<file path="config.mk">
export PLATFORM = sky130hd
export DESIGN_NAME = program_loader
export DESIGN_NICKNAME = d
export VERILOG_FILES = /design/src/rtl/program_loader.sv
export SDC_FILE = /design/constraint.sdc
export NUM_CORES = 1
export LEC_CHECK = 0
export ABC_AREA = 1
export BUFFER_PORTS_ARGS = -buffer_cell sky130_fd_sc_hd__buf_4
export CAP_MARGIN = 10
export CORE_AREA = 4 4 104 130
export CTS_CLUSTER_DIAMETER = 100
export DETAILED_ROUTE_END_ITERATION = 10
export DIE_AREA = 0 0 108 134
export GPL_TIMING_DRIVEN = 0
export PLACE_DENSITY = 0.83
export RECOVER_POWER = 25
export SLEW_MARGIN = 30
export SYNTH_ARGS = -nofsm -noshare
export SYNTH_HDL_FRONTEND = slang
export SYNTH_SLANG_ARGS = --single-unit
</file>
<file path="constraint.sdc">
create_clock -name clock -period 1.8 [get_ports clock]
set_input_delay 0.09 -clock clock [delete_from_list [all_inputs] [get_ports clock]]
set_output_delay 0.09 -clock clock [all_outputs]
set_load 0.05 [all_outputs]
</file>
<file path="src/rtl/program_loader.sv">
// program_loader: writer side of instruction memory. Receives a framed program
// image from the UART byte stream, packs it into 32-bit words written from
// address 0, checks the XOR checksum and only then lets the pipeline run.
module program_loader #(
   parameter int          ADDR_W     = 10,
   parameter int          TIMEOUT    = 100000,
   parameter logic [7:0]  START_BYTE = 8'hA5
) (
   input  logic              clock,
   input  logic              reset,
   input  logic [7:0]        rx_data,
   input  logic              rx_valid,
   output logic              imem_we,
   output logic [ADDR_W-1:0] imem_addr,
   output logic [31:0]       imem_wdata,
   output logic              cpu_run,
   output logic              load_done,
   output logic              load_error
);

   localparam int          TW    = $clog2(TIMEOUT + 1);
   localparam logic [16:0] DEPTH = 17'(2 ** ADDR_W);

   typedef enum logic [2:0] {
      S_IDLE, S_CNT_HI, S_CNT_LO, S_DATA, S_CHKSUM, S_DONE, S_ERROR
   } state_t;

   state_t              r_state, w_next;
   logic [7:0]          r_cnt_hi;
   logic [15:0]         r_n;
   logic [15:0]         r_widx;
   logic [1:0]          r_bidx;
   logic [7:0]          r_acc;
   logic [31:0]         r_asm;
   logic [TW-1:0]       r_tmo;
   logic                r_we;
   logic [ADDR_W-1:0]   r_addr;
   logic [31:0]         r_wdata;

   logic [15:0]         w_n;
   logic                w_active;
   logic                w_tmo_hit;
   logic                w_start;
   logic                w_last_word;

   assign w_n         = {r_cnt_hi, rx_data};
   assign w_active    = (r_state == S_CNT_HI) || (r_state == S_CNT_LO) ||
                        (r_state == S_DATA)   || (r_state == S_CHKSUM);
   // Timeout only fires on a quiet cycle; a byte arriving on the same cycle wins.
   assign w_tmo_hit   = w_active && !rx_valid && (r_tmo == TW'(TIMEOUT));
   assign w_start     = rx_valid && (rx_data == START_BYTE);
   assign w_last_word = ((r_widx + 16'd1) == r_n);

   assign imem_we    = r_we;
   assign imem_addr  = r_addr;
   assign imem_wdata = r_wdata;

   // State register
   always_ff @(posedge clock or negedge reset) begin
      if (!reset) r_state <= S_IDLE;
      else        r_state <= w_next;
   end

   // Next-state decode and status flags (flags follow the registered state)
   always_comb begin
      w_next     = r_state;
      cpu_run    = 1'b0;
      load_done  = 1'b0;
      load_error = 1'b0;
      if (w_tmo_hit) begin
         w_next = S_ERROR;
      end else begin
         case (r_state)
            S_IDLE, S_DONE, S_ERROR: if (w_start) w_next = S_CNT_HI;
            S_CNT_HI: if (rx_valid) w_next = S_CNT_LO;
            S_CNT_LO: if (rx_valid) begin
               if ({1'b0, w_n} > DEPTH) w_next = S_ERROR;
               else if (w_n == 16'd0)   w_next = S_CHKSUM;
               else                     w_next = S_DATA;
            end
            S_DATA:   if (rx_valid && (r_bidx == 2'd3) && w_last_word) w_next = S_CHKSUM;
            S_CHKSUM: if (rx_valid) w_next = (rx_data == r_acc) ? S_DONE : S_ERROR;
            default:  w_next = S_IDLE;
         endcase
      end
      case (r_state)
         S_DONE:  begin cpu_run = 1'b1; load_done = 1'b1; end
         S_ERROR: load_error = 1'b1;
         default: ;
      endcase
   end

   // Datapath: counters, word assembly, checksum, memory write port, idle timer
   always_ff @(posedge clock or negedge reset) begin
      if (!reset) begin
         r_cnt_hi <= '0;
         r_n      <= '0;
         r_widx   <= '0;
         r_bidx   <= '0;
         r_acc    <= '0;
         r_asm    <= '0;
         r_tmo    <= '0;
         r_we     <= 1'b0;
         r_addr   <= '0;
         r_wdata  <= '0;
      end else begin
         r_we <= 1'b0;

         if (!w_active || rx_valid)   r_tmo <= '0;
         else if (r_tmo != TW'(TIMEOUT)) r_tmo <= r_tmo + TW'(1);

         if (rx_valid) begin
            case (r_state)
               S_IDLE, S_DONE, S_ERROR: if (w_start) begin
                  r_widx <= '0;
                  r_bidx <= '0;
                  r_acc  <= '0;
               end
               S_CNT_HI: r_cnt_hi <= rx_data;
               S_CNT_LO: r_n      <= w_n;
               S_DATA: begin
                  r_asm  <= {r_asm[23:0], rx_data};
                  r_acc  <= r_acc ^ rx_data;
                  r_bidx <= r_bidx + 2'd1;
                  // Word complete: write lands the cycle after its last byte
                  if (r_bidx == 2'd3) begin
                     r_we    <= 1'b1;
                     r_wdata <= {r_asm[23:0], rx_data};
                     r_addr  <= r_widx[ADDR_W-1:0];
                     r_widx  <= r_widx + 16'd1;
                  end
               end
               default: ;
            endcase
         end
      end
   end

endmodule
</file>
==> impl.org <==
** Outcome
- The flow ran to the end, but the final reports show violations.
- Violations in the final reports :: negative setup slack

** Global route
- Overall routing resource usage :: 23.3%
- Antenna violations before repair :: 0
- Grt ovf :: 0
- Largest net degree at the start of global routing :: 73
- Vias in the first global route :: around 5600
- Wire length of the first global-routing pass :: approximately 27000 um

** Critical path
- Slowest library cell on the worst path :: sky130_fd_sc_hd__dfrtp_2
- Worst setup path category :: flip-flop to flip-flop
- Data on the critical path is required at its endpoint by 2110 ps.
- STA classifies the critical path startpoint as a flip-flop.
- Among cell families on the critical path, the largest total delay comes from simple AND/OR/NAND/NOR gates.
- In this run the worst path has a maximum fanout of 4.
- Traced cell by cell, the critical path runs through ha_4 > inv_4 > nand2_4 > nand2_4 > nor2_4 > nand2_1 > nor2_1 > nand3_1 > nor2_1 > nand3_1 > nor2_1 > nand2_1 > nand2_2 > nand2_2 > nand2_1 > nand2_1.
- Critical Path End Type :: flip-flop
- Critical path data arrival time :: approximately 2400 ps
- In this design, the stage delay of the slowest critical-path cell is roughly 440 ps.
- Buffers & Inverters on Critical Path :: 1
- Among the stages of the critical path, the cell type that occurs most often is sky130_fd_sc_hd__nand2_1.

** Layout
- Area used by multi-input combinational logic :: about 2700 um^2
- Fin cells :: 1058
- From synthesis to final layout, the design area changed by 27.9%.
- Post-route design area :: between 8000 and 9000 um^2
- Final Net Count :: 896
- Fill cell total of the finished layout :: 899
- Ratio of cells with drive above 1 in the final layout :: about a fifth
- In the final layout, flip-flops and latches occupy about 3400 um^2.
- 0 antenna diodes ended up in the layout.

** Synth
- Yosys mapped the design onto 32 distinct sky130hd cell types.
- Main area contributors after synthesis :: sky130_fd_sc_hd__dfrtp_1 (54%), sky130_fd_sc_hd__nand2_1 (12%), sky130_fd_sc_hd__o21ai_0 (8.1%)
- Counting every net in the synthesized netlist gives about 790.
- Post-synthesis register bit count :: about 140
- Average size of a mapped cell :: 8.25 um^2
- Total standard cell area after synthesis :: ~6400 um^2
- Yosys top cell area share :: between 50% and 60%
- Sequential elements use 53.7% of the synthesized area.
- Cell taking the most area after synthesis :: sky130_fd_sc_hd__dfrtp_1
- Number of instances in the synthesized netlist :: slightly below 800
- Synth warn :: 0

** Drt
- Number of optimization iterations in the first detailed-route pass :: 6
- Met2 routed wirelength :: approximately 8600 um
- Drt total wl :: roughly 17000 um
- Post-route ant nets :: 0
- In the routed layout, each cell is associated on average with a via count of 5.54.
- Residual DRC count :: 0
- Vias post-DR :: approximately 5900
- Dividing the detail-routed wire length by the instance count gives 15.9 um.
- The detailed router used layers up to and including met4.
- DRT met1 WL :: ~6500 um
- The detailed router finished its first iteration with between 400 and 500 violations.
- Detailed route wirelength on metal3 :: approximately 1100 um

** Die
- The floorplan step set the die width to about 110 um.
- In this run the core area contains 45 standard-cell rows.
- The floorplan step set the die height to around 130 um.
- For this design the top-level I/O count stands at 57.
- Std-Cell Core Area :: 12200 um^2
- The floorplan step defined a die boundary enclosing 14500 um^2.
- For this configuration, the core starts out at a cell density of between 50% and 60%.

** Timing
- Worst-case headroom to the max-slew limit :: between 30% and 40%
- Static timing analysis puts the maximum clock frequency at a little under 0.5 GHz.
- The worst path in the final design needs a cycle of 2050 ps, including I/O delays and setup.
- In the finished design, the share of the clock period the worst path needs comes to 114%.
- For the pin with the worst max-slew slack, the measured transition is ~900 ps.
- Worst setup slack after layout :: -254 ps
- Setup violators final :: 17
- The number of endpoints with negative hold slack in the final report was 0.
- Setup repair after global routing could not meet its margin everywhere.
- The number of pins exceeding their max-slew limit in the final report was 0.
- On the final layout, the worst clock skew is a little under 10 ps.

** Clocking
- Number of clock sinks :: 137
- CTS H-Tree Depth :: 4
- Clock tree root driver cell :: sky130_fd_sc_hd__clkbuf_16
- Clock slew at reported path FFs :: 70 ps
- TritonCTS built the clock tree.
- Insertion delay to the later sink of the worst-skew pair :: between 400 and 500 ps
- Number of buffers added by the clock tree synthesis step :: 17
- Counting along the longest clock path gives a buffer depth of 2.

** Placement
- HPWL after detailed placement :: 10700 um
- The congestion estimate from routability-driven global placement came to 0.902.
- Placed standard-cell area :: about 7100 um^2
- Timing analysis after detailed placement gives a worst setup slack of -299 ps.
- The count of buffers added on input and output ports is 56.
- Placed insts :: a little under 1000

** Power
- Total power density per cell area :: roughly 2000 nW/um^2
- Largest vdd supply drop :: between 0.9 and 1 mV
- Summed over all cells, the static leakage comes to 3.98 nW.

** Hold path
- In this run the worst hold path is classified as input port to flip-flop.

** Job
- Across the run, the number of max-cap violations was 0.
[cell usage after synthesis (all sizes together)]
library cell,number
xor2,5
a31oi,2
dfrtp,137
a211oi,1
mux2,2
o22ai,14
nand4,18
nor2,57
or2,2
nor3,16
inv,96
o21a,1
a21oi,15
nand3b,4
o21ai,106
ha,4
clkbuf,16
buf,8
nor4,3
nand2,204
nand3,58
xnor2,4
o21bai,1
[area by class of cell]
| cell class | count | area share [%] |
|---|---|---|
| buffer | 24 | 1.61 |
| clock buffer | 19 | 5.54 |
| clock inverter | 13 | 1.91 |
| inverter | 96 | 4.53 |
| multi-input combinational | 518 | 33.3 |
| sequential | 137 | 42.0 |
| tap | 164 | 2.51 |
| timing repair buffer | 87 | 8.53 |
[through the flow]
stage                     hold WS [ps]  util (%)  power [mW]  setup TNS (ps)
final                              175      66.9        16.0           -1570
after detailed placement          76.4      57.8        11.5          -12050
after floorplan                   -206         -        9.74               0
after global routing               195      66.9        17.0           -5130
after CTS                          140      65.0        15.6            -421
after global placement             332      57.5        11.3          -11380
[registers in the layout, summed over array words and instances (netlist names)]
register    cells
imem_wdata     32
r_asm          24
r_tmo          17
r_n            16
r_widx         16
imem_addr      10
r_acc           8
r_cnt_hi        8
r_state         3
r_bidx          2
imem_we         1
[worst min-delay path, stage by stage]
cell,delay (ps)
sky130_fd_sc_hd__buf_4,110
sky130_fd_sc_hd__inv_1,90
sky130_fd_sc_hd__o21a_4,150
sky130_fd_sc_hd__o21ai_0,80
sky130_fd_sc_hd__a21oi_1,40
[worst paths after layout]
path / from / to / slack [ps] / depth (start not counted)
setup / recovery: r_widx[0] / r_state[0] / -250 / 16
hold / removal: rx_valid / r_tmo[3] / 180 / 5
setup reg to reg: r_widx[0] / r_state[0] / -250 / 16
hold reg to reg: imem_addr[6] / imem_addr[6] / 480 / 2
max in group asynchronous: reset / r_widx[3] / 290 / 3
min in group asynchronous: reset / r_acc[5] / 350 / 2
[cell families (layout without fill, tap and decap cells)]
kind of cell | count (synthesis) | count (layout) | synth area share [%]
AO/OA/AOI/OAI | 140 | 140 | 11.6
XOR/XNOR | 9 | 9 | 1.23
adder cells (fa/ha/maj) | 4 | 4 | 0.784
buffers and inverters | 120 | 239 | 7.29
flip-flops | 137 | 137 | 53.7
multiplexers | 2 | 2 | 0.353
AND/OR/NAND/NOR | 362 | 363 | 25.1
[power by group]
group / switching [mW] / leakage (nW) / internal, mW
sequential: 0.942 / 1.73 / 4.31
clock: 1.43 / 0.293 / 2.15
combinational: 4.75 / 1.96 / 2.43
[metal layers]
metal	up-vias	global-route usage (%)
met1	2804	28.5
met3	55	5.34
met4	0	10.5
li1	2745	-
met5	-	0
met2	254	39.1
[cell usage in the layout, fill, tap and decap left out, drive strengths merged]
cell type / n
xor2: 5
clkinv: 3
clkinvlp: 4
o21ai: 106
nor2: 58
nor4: 3
mux2: 2
a31oi: 2
ha: 4
o21a: 1
dfrtp: 137
clkbuf: 38
o22ai: 14
a211oi: 1
buf: 82
bufinv: 2
nand3: 58
a21oi: 15
or2: 2
nand2: 204
xnor2: 4
o21bai: 1
nand4: 18
nor3: 16
dlygate4sd3: 10
nand3b: 4
inv: 100
[what timing repair did]
| action | CTS | global route |
|---|---|---|
| pin swaps | 8 | 17 |
| endpoints found under the hold margin | 75 | 0 |
| setup buffers | 8 | 12 |
| setup endpoints to repair | 76 | 95 |
| hold buffers | 10 | 0 |
| gates resized for setup | 27 | 54 |
| cloned | 1 | 0 |
Note: power is estimated with default switching activity, not from simulation.
